[config.mk]
export PLATFORM = sky130hd
export DESIGN_NAME = timer8_ctrl
export DESIGN_NICKNAME = d
export VERILOG_FILES = /design/src/rtl/timer8_ctrl.sv
export SDC_FILE = /design/constraint.sdc
export NUM_CORES = 1
export LEC_CHECK = 0
export CAP_MARGIN = 40
export CORE_MARGIN = 8
export CORE_UTILIZATION = 43
export CTS_CLUSTER_SIZE = 28
export DETAILED_ROUTE_END_ITERATION = 16
export PLACE_DENSITY = 0.82
export SLEW_MARGIN = 15
export SYNTH_ARGS = -nofsm -noshare
export SYNTH_HDL_FRONTEND = slang
export SYNTH_SLANG_ARGS = --single-unit
[constraint.sdc]
create_clock -name clk -period 4 [get_ports clk]
set_input_delay 1.2 -clock clk [delete_from_list [all_inputs] [get_ports clk]]
set_output_delay 1.2 -clock clk [all_outputs]
set_load 0.01 [all_outputs]
[src/rtl/timer8_ctrl.sv]
// timer8_ctrl: control FSM for an 8-bit loadable counter forming a
// programmable interval timer. It drives the counter's load, enable and
// init inputs, compares the fed-back count against the latched period,
// and pulses tick for one cycle at terminal count. It supports one-shot
// and auto-reload modes, a hold (pause) input, and a stop (abort) input.
module timer8_ctrl #(
  parameter int WIDTH = 8
) (
  input  logic             clk,
  input  logic             res,
  input  logic             start,
  input  logic             stop,
  input  logic             hold,
  input  logic             mode,
  input  logic [WIDTH-1:0] period,
  input  logic [WIDTH-1:0] cnt,
  output logic             cnt_load,
  output logic             cnt_en,
  output logic [WIDTH-1:0] cnt_init,
  output logic             busy,
  output logic             done,
  output logic             tick
);

  typedef enum logic [1:0] {
    IDLE = 2'd0,
    LOAD = 2'd1,
    RUN  = 2'd2,
    DONE = 2'd3
  } state_t;

  state_t           state;
  state_t           state_next;
  logic [WIDTH-1:0] per_q;
  logic             mode_q;
  logic             latch;
  logic             tick_next;
  logic             match;

  // The counter always restarts from zero. The period is the terminal value.
  assign cnt_init = '0;

  // Terminal count: a pure unsigned compare of the counter against the latched period.
  assign match = (cnt == per_q);

  // State register, period/mode latches and the registered tick flop.
  always_ff @(posedge clk or posedge res) begin
    if (res) begin
      state  <= IDLE;
      per_q  <= '0;
      mode_q <= 1'b0;
      tick   <= 1'b0;
    end else begin
      state <= state_next;
      tick  <= tick_next;
      if (latch) begin
        per_q  <= period;
        mode_q <= mode;
      end
    end
  end

  // Next-state logic. stop overrides start and match in every state.
  always_comb begin
    state_next = state;
    latch      = 1'b0;
    tick_next  = 1'b0;
    if (stop) begin
      state_next = IDLE;
    end else begin
      unique case (state)
        IDLE: begin
          if (start) begin
            latch      = 1'b1;
            state_next = LOAD;
          end
        end
        LOAD: begin
          state_next = RUN;
        end
        RUN: begin
          // start is deliberately ignored here. A held match waits in RUN.
          if (match && !hold) begin
            tick_next  = 1'b1;
            state_next = mode_q ? LOAD : DONE;
          end
        end
        DONE: begin
          if (start) begin
            latch      = 1'b1;
            state_next = LOAD;
          end
        end
        default: state_next = IDLE;
      endcase
    end
  end

  // Output decode from the current state. The enable drops at match so the counter never wraps.
  always_comb begin
    cnt_load = 1'b0;
    cnt_en   = 1'b0;
    busy     = 1'b0;
    done     = 1'b0;
    unique case (state)
      IDLE: ;
      LOAD: begin
        cnt_load = 1'b1;
        cnt_en   = 1'b1;
        busy     = 1'b1;
      end
      RUN: begin
        cnt_en = ~hold & ~match;
        busy   = 1'b1;
      end
      DONE: begin
        done = 1'b1;
      end
      default: ;
    endcase
  end

endmodule
== Word level (Yosys, flattened, before mapping) ==
Cells that the tools add are included.
Word-level totals
  bits in registers: 12
  input port bits: 22
  output and inout port bits: 13
  word-level logic and storage cells: 34
Operators by class
  equal/unequal tests: 6
  muxes and demuxes: 15
  bitwise logic cells: 3
  reduce and logical (&&, ||, !) cells: 6
Operators with widths (count)
  $mux 1: 9
  $eq 8x8->1: 1
  $mux 2: 4
  $pmux 2 s3: 1
  $eq 2x2->1 const B: 2
  $reduce_or 2->1: 2
  $ne 3x1->1 const B: 1
  $ne 3x3->1 const B: 1
  $eq 2x1->1 const B: 1
  $logic_not 2->1: 1
  $not 1->1: 2
  $pmux 1 s2: 1
  $reduce_and 2->1: 1
  $and 1x1->1: 1
  $logic_and 1x1->1: 1
  $logic_not 1->1: 1

== Depth between registers and ports, before layout ==
Gate-level depths: netlist (run 1).
  word-level depth: 5
  gate-level depth with buffers: 6
  depth with buffers taken out: 6

== Least setup slack after synthesis (run 1) ==
Ideal clock, no wire load.
  path type: in2out
  from: in cnt[6]
  to: out cnt_en
  arrival: 1.789 ns
  data required time: 2.800 ns
  path slack: 1.011 ns
  stages on the path: 4
  buffers on the path: 0
  cell sequence: xnor2_1 nand4_1 o21ai_0 a21oi_1
Between the ends
  cells in the longest elaborated chain, start to end: 4
RTL lines
  start: declaration: line 16  | input logic [WIDTH-1:0] cnt,
  $eq 8x8->1: line 44  | assign match = (cnt == per_q);
  $not 1->1: line 113  | cnt_en = ~hold & ~match;
  $and 1x1->1: line 113
  $pmux 1 s2: line 105  | unique case (state)
  end: declaration: line 18  | output logic cnt_en,
No other way between the ends.

== Final worst setup path (run 1) ==
  from: in cnt[2]
  to: out cnt_en
Same word-level chain as after synthesis.

==> impl_table.tex, run 1 <==
\begin{tabular}{lr}
\hline
Metric & Value \\
\hline
\multicolumn{2}{l}{\textbf{Placed design}} \\
\quad Half-perimeter wire length of the detailed placement result & 1380 um \\
\quad Routability cong. & 0.797 \\
\quad Port Buffers & 26 \\
\quad DP Worst Slack & 66.7 ps \\
\multicolumn{2}{l}{\textbf{Layout}} \\
\quad Layout area overhead & 41.5\% \\
\quad Share of cells above drive strength 1 & 21.4\% \\
\quad ANT cells & 0 \\
\quad Filler Cell Count & 143 \\
\quad Number of nets in the final layout & 129 \\
\multicolumn{2}{l}{\textbf{Setup path}} \\
\quad Slowest library cell on the worst path & sky130\_fd\_sc\_hd\_\_clkdlybuf4s50\_1 \\
\quad Critical path required time & 2800 ps \\
\quad Type of origin of the critical path & input port \\
\quad Total number of cells along the worst setup path & 6 \\
\quad R2R cell count & 6 \\
\quad Beginning of the critical path & cnt[2] \\
\quad Largest fanout of any net on the critical path & 2 \\
\quad Number of buffer and inverter instances along the worst setup path & 2 \\
\quad Family with the most delay on the worst path & buffers and inverters \\
\quad Longest individual stage delay on the worst path & 500 ps \\
\quad Crit-path cells & clkdlybuf4s50\_1, xnor2\_2, nand4\_1, o21ai\_2, a21oi\_1, dlymetal6s2s\_1 \\
\quad Reg-to-Reg Start & state[0] \\
\quad Arrival @ worst endpoint & 2390 ps \\
\quad Setup Crit Path Kind & in -> out \\
\quad Endpoint kind of the worst setup timing path & output pin \\
\multicolumn{2}{l}{\textbf{Hold path}} \\
\quad Worst hold path class & reg -> reg \\
\quad Worst Min Path Start & mode\_q \\
\quad Cell count of the worst hold path & 1 \\
\multicolumn{2}{l}{\textbf{STA}} \\
\quad Final hold violation count & 0 \\
\quad Final Slew Violations & 0 \\
\quad Max Clock Freq & 278 MHz \\
\quad Fin crit period & 3590 ps \\
\quad Post-route clock period utilization & 89.9\% \\
\quad Final critical-path setup slack & 406 ps \\
\quad Largest clock skew in the final design & 1.68 ps \\
\quad Number of endpoints failing setup at the final stage & 0 \\
\quad Sum Neg Setup Slack & 0 ps \\
\quad Unrepaired setup endpoints after global routing & no \\
\multicolumn{2}{l}{\textbf{Pwr}} \\
\quad Switching portion of total power & 33.6\% \\
\quad Leakage power total & 0.477 nW \\
\quad P per Cell Area & 566 nW/um\^{}2 \\
\quad Combinational Power Share & 49.5\% \\
\quad Fraction of power consumed by sequential logic & 35.5\% \\
\quad Highest ir drop seen on vdd & 300 uV \\
\quad Switching power total & 0.209 mW \\
\quad Clock share of power & 15.0\% \\
\quad Internal power consumption & 0.414 mW \\
\multicolumn{2}{l}{\textbf{Drt}} \\
\quad WL/cell & 12.3 um \\
\quad Routed Wire Length & 1580 um \\
\quad Drc violations & 0 \\
\quad Vias post-DR & 608 \\
\quad Initial DRC Count & 9 \\
\quad Detailed Routing Iterations Pass 1 & 2 \\
\quad Vias per inst & 4.75 \\
\quad ANT nets after route & 0 \\
\multicolumn{2}{l}{\textbf{Die}} \\
\quad Effective utilization at floorplan & 45.6\% \\
\quad Area of the die & 3430 um\^{}2 \\
\quad Area of the core & 1710 um\^{}2 \\
\quad Ports & 35 \\
\quad Std cell rows & 15 \\
\quad Die Wd & 58.5 um \\
\quad Height of the chip & 58.5 um \\
\multicolumn{2}{l}{\textbf{Synthesis}} \\
\quad Post-synthesis area per instance & 10.8 um\^{}2 \\
\quad Portion of synthesized cell area occupied by the leading cell type & 38.6\% \\
\quad Total of flip-flops plus latches after synthesis & 12 \\
\quad Most area-hungry cell type in the Yosys netlist & sky130\_fd\_sc\_hd\_\_dfrtp\_1 \\
\quad Number of warning messages in the yosys log & 0 \\
\quad Number of unique standard cell types used by synthesis & 23 \\
\quad Area of the mapped netlist & 778 um\^{}2 \\
\quad Leading cell types by total area after synthesis & sky130\_fd\_sc\_hd\_\_dfrtp\_1 (39\%), sky130\_fd\_sc\_hd\_\_mux2\_2 (14\%), sky130\_fd\_sc\_hd\_\_xnor2\_1 (9.0\%) \\
\quad Sequential share of the synthesized area & 38.6\% \\
\quad Post-synthesis cell count & 72 \\
\multicolumn{2}{l}{\textbf{Global routing}} \\
\quad All-Layer GR Usage & 10.1\% \\
\quad First-pass GRT wire length & 2750 um \\
\quad Antenna violations before repair & 0 \\
\quad Vias in the first global route & 644 \\
\quad Total grt overflow & 0 \\
\quad Largest net degree at the start of global routing & 13 \\
\multicolumn{2}{l}{\textbf{Outcome}} \\
\quad Outcome & completed \\
\multicolumn{2}{l}{\textbf{Clock network}} \\
\quad Total number of clock tree sinks & 12 \\
\quad CTS tree & built \\
\quad Setup bufs post-CTS & 0 \\
\quad H-tree levels & 1 \\
\quad Clock-pin transition on the worst setup and hold timing paths & 70 ps \\
\quad Later-pin clock latency in the skew report & 270 ps \\
\quad Number of buffers created by CTS & 3 \\
\quad Clock root buffer master & sky130\_fd\_sc\_hd\_\_clkbuf\_4 \\
\quad Clock buffer depth & 2 \\
\multicolumn{2}{l}{\textbf{Run}} \\
\quad Max-cap viol count & 0 \\
\hline
\end{tabular}
[path summary, 6_finish.rpt]
path | to | slack, ps
worst max-delay path | cnt_en | 410
worst min-delay path | mode_q | 510
worst max register to register | state[0] | 2290
worst min register to register | mode_q | 510
max in group asynchronous | per_q[7] | 2460
min in group asynchronous | per_q[5] | 1230
[placed cells by master, fill, tap and decap left out]
master / instances
sky130_fd_sc_hd__mux2_2: 10
sky130_fd_sc_hd__nand3b_2: 1
sky130_fd_sc_hd__buf_4: 2
sky130_fd_sc_hd__nor2b_2: 1
sky130_fd_sc_hd__nand2_1: 1
sky130_fd_sc_hd__and4_1: 2
sky130_fd_sc_hd__clkbuf_4: 3
sky130_fd_sc_hd__o211ai_1: 2
sky130_fd_sc_hd__clkdlybuf4s50_1: 25
sky130_fd_sc_hd__and3_1: 1
sky130_fd_sc_hd__clkbuf_8: 1
sky130_fd_sc_hd__inv_1: 5
sky130_fd_sc_hd__nor2b_1: 1
sky130_fd_sc_hd__nor3b_2: 1
sky130_fd_sc_hd__o21ai_2: 1
sky130_fd_sc_hd__a211oi_1: 1
sky130_fd_sc_hd__nor4_1: 3
sky130_fd_sc_hd__dlymetal6s2s_1: 1
sky130_fd_sc_hd__a21oi_1: 1
sky130_fd_sc_hd__dfrtp_1: 12
sky130_fd_sc_hd__nand3_1: 5
sky130_fd_sc_hd__xnor2_1: 7
sky130_fd_sc_hd__ha_1: 3
sky130_fd_sc_hd__nand4_1: 2
sky130_fd_sc_hd__o311a_2: 1
sky130_fd_sc_hd__conb_1: 8
sky130_fd_sc_hd__xnor2_2: 1
sky130_fd_sc_hd__nor4b_1: 1
[cell type report]
cell class,instances,area (um^2),share of cell area [%]
timing repair buffer,28,278,25.2
clock buffer,4,36.3,3.30
tap,25,31.3,2.84
sequential,12,300,27.3
inverter,5,18.8,1.70
multi-input combinational,54,437,39.7
[metal layers]
layer / up-vias / global-route usage [%] / wire length (um)
li1: 305 / - / -
met5: - / 0 / 0
met3: 2 / 2.61 / 130
met4: 0 / 4.20 / 15
met2: 30 / 16.5 / 717
met1: 271 / 12.0 / 717
[sequential cells by signal, summed over array words and instances (netlist names)]
register and cells:
per_q 8, state 2, mode_q 1, tick 1
[through the flow]
stage	hold slack [ps]	power, mW	instance area (um^2)	utilization (%)	cells
6_report	508	0.624	1100	64.5	128
5_1_grt	530	0.679	1100	64.5	128
4_1_cts	510	0.623	1090	63.7	128
3_5_place_dp	493	0.528	1050	61.5	124
3_3_place_gp	492	0.516	1050	61.5	124
2_1_floorplan	474	0.424	805	-	79
[synth_stat cells (all sizes together)]
master	n
a211oi	1
o311a	1
nor2b	2
nor4b	1
nor4	3
inv	5
nand4	2
nand3b	1
o21ai	1
a21oi	1
xnor2	8
o211ai	2
buf	8
and3	1
nand2	1
nor3b	1
nand3	5
mux2	10
dfrtp	12
and4	2
conb	1
ha	3
[worst reg2reg max path, cell delays in order (launching register included)]
cell                       delay (ps)
sky130_fd_sc_hd__dfrtp_1          430
sky130_fd_sc_hd__inv_1             60
sky130_fd_sc_hd__ha_1             380
sky130_fd_sc_hd__nor3b_2          330
sky130_fd_sc_hd__nor4_1            80
sky130_fd_sc_hd__a211oi_1         200
sky130_fd_sc_hd__nand3_1          110
[kinds of logic after synthesis]
family,after synthesis,share of synthesized area (%)
simple gates,19,16.9
buf+inv,13,10.1
flops,12,38.6
mux,10,14.5
xor+xnor,8,9.00
compound gates,6,5.63
fa+ha+maj,3,4.82
other cells,1,0.482
[timing repair]
action,4_1_cts,5_1_grt
hold buffers,0,0
gates resized for setup,0,4
endpoints found under the setup margin,0,1
[power groups by stage]
stage,Combinational [mW],Clock [mW],Sequential (mW)
global placement,0.297,0,0.219
finish,0.309,0.0935,0.222
global route,0.344,0.105,0.230
detailed placement,0.306,0,0.222
CTS,0.308,0.0961,0.220
floorplan,0.213,0,0.211
No activity file was read; power rests on OpenSTA's default activity.
==> inputs of run 2 (changes only) <==
Settings changed: SETUP_SLACK_MARGIN set to 0.02.
==> results of run 2 <==
The final DEF is identical to that of run 1; final timing and power are the same.
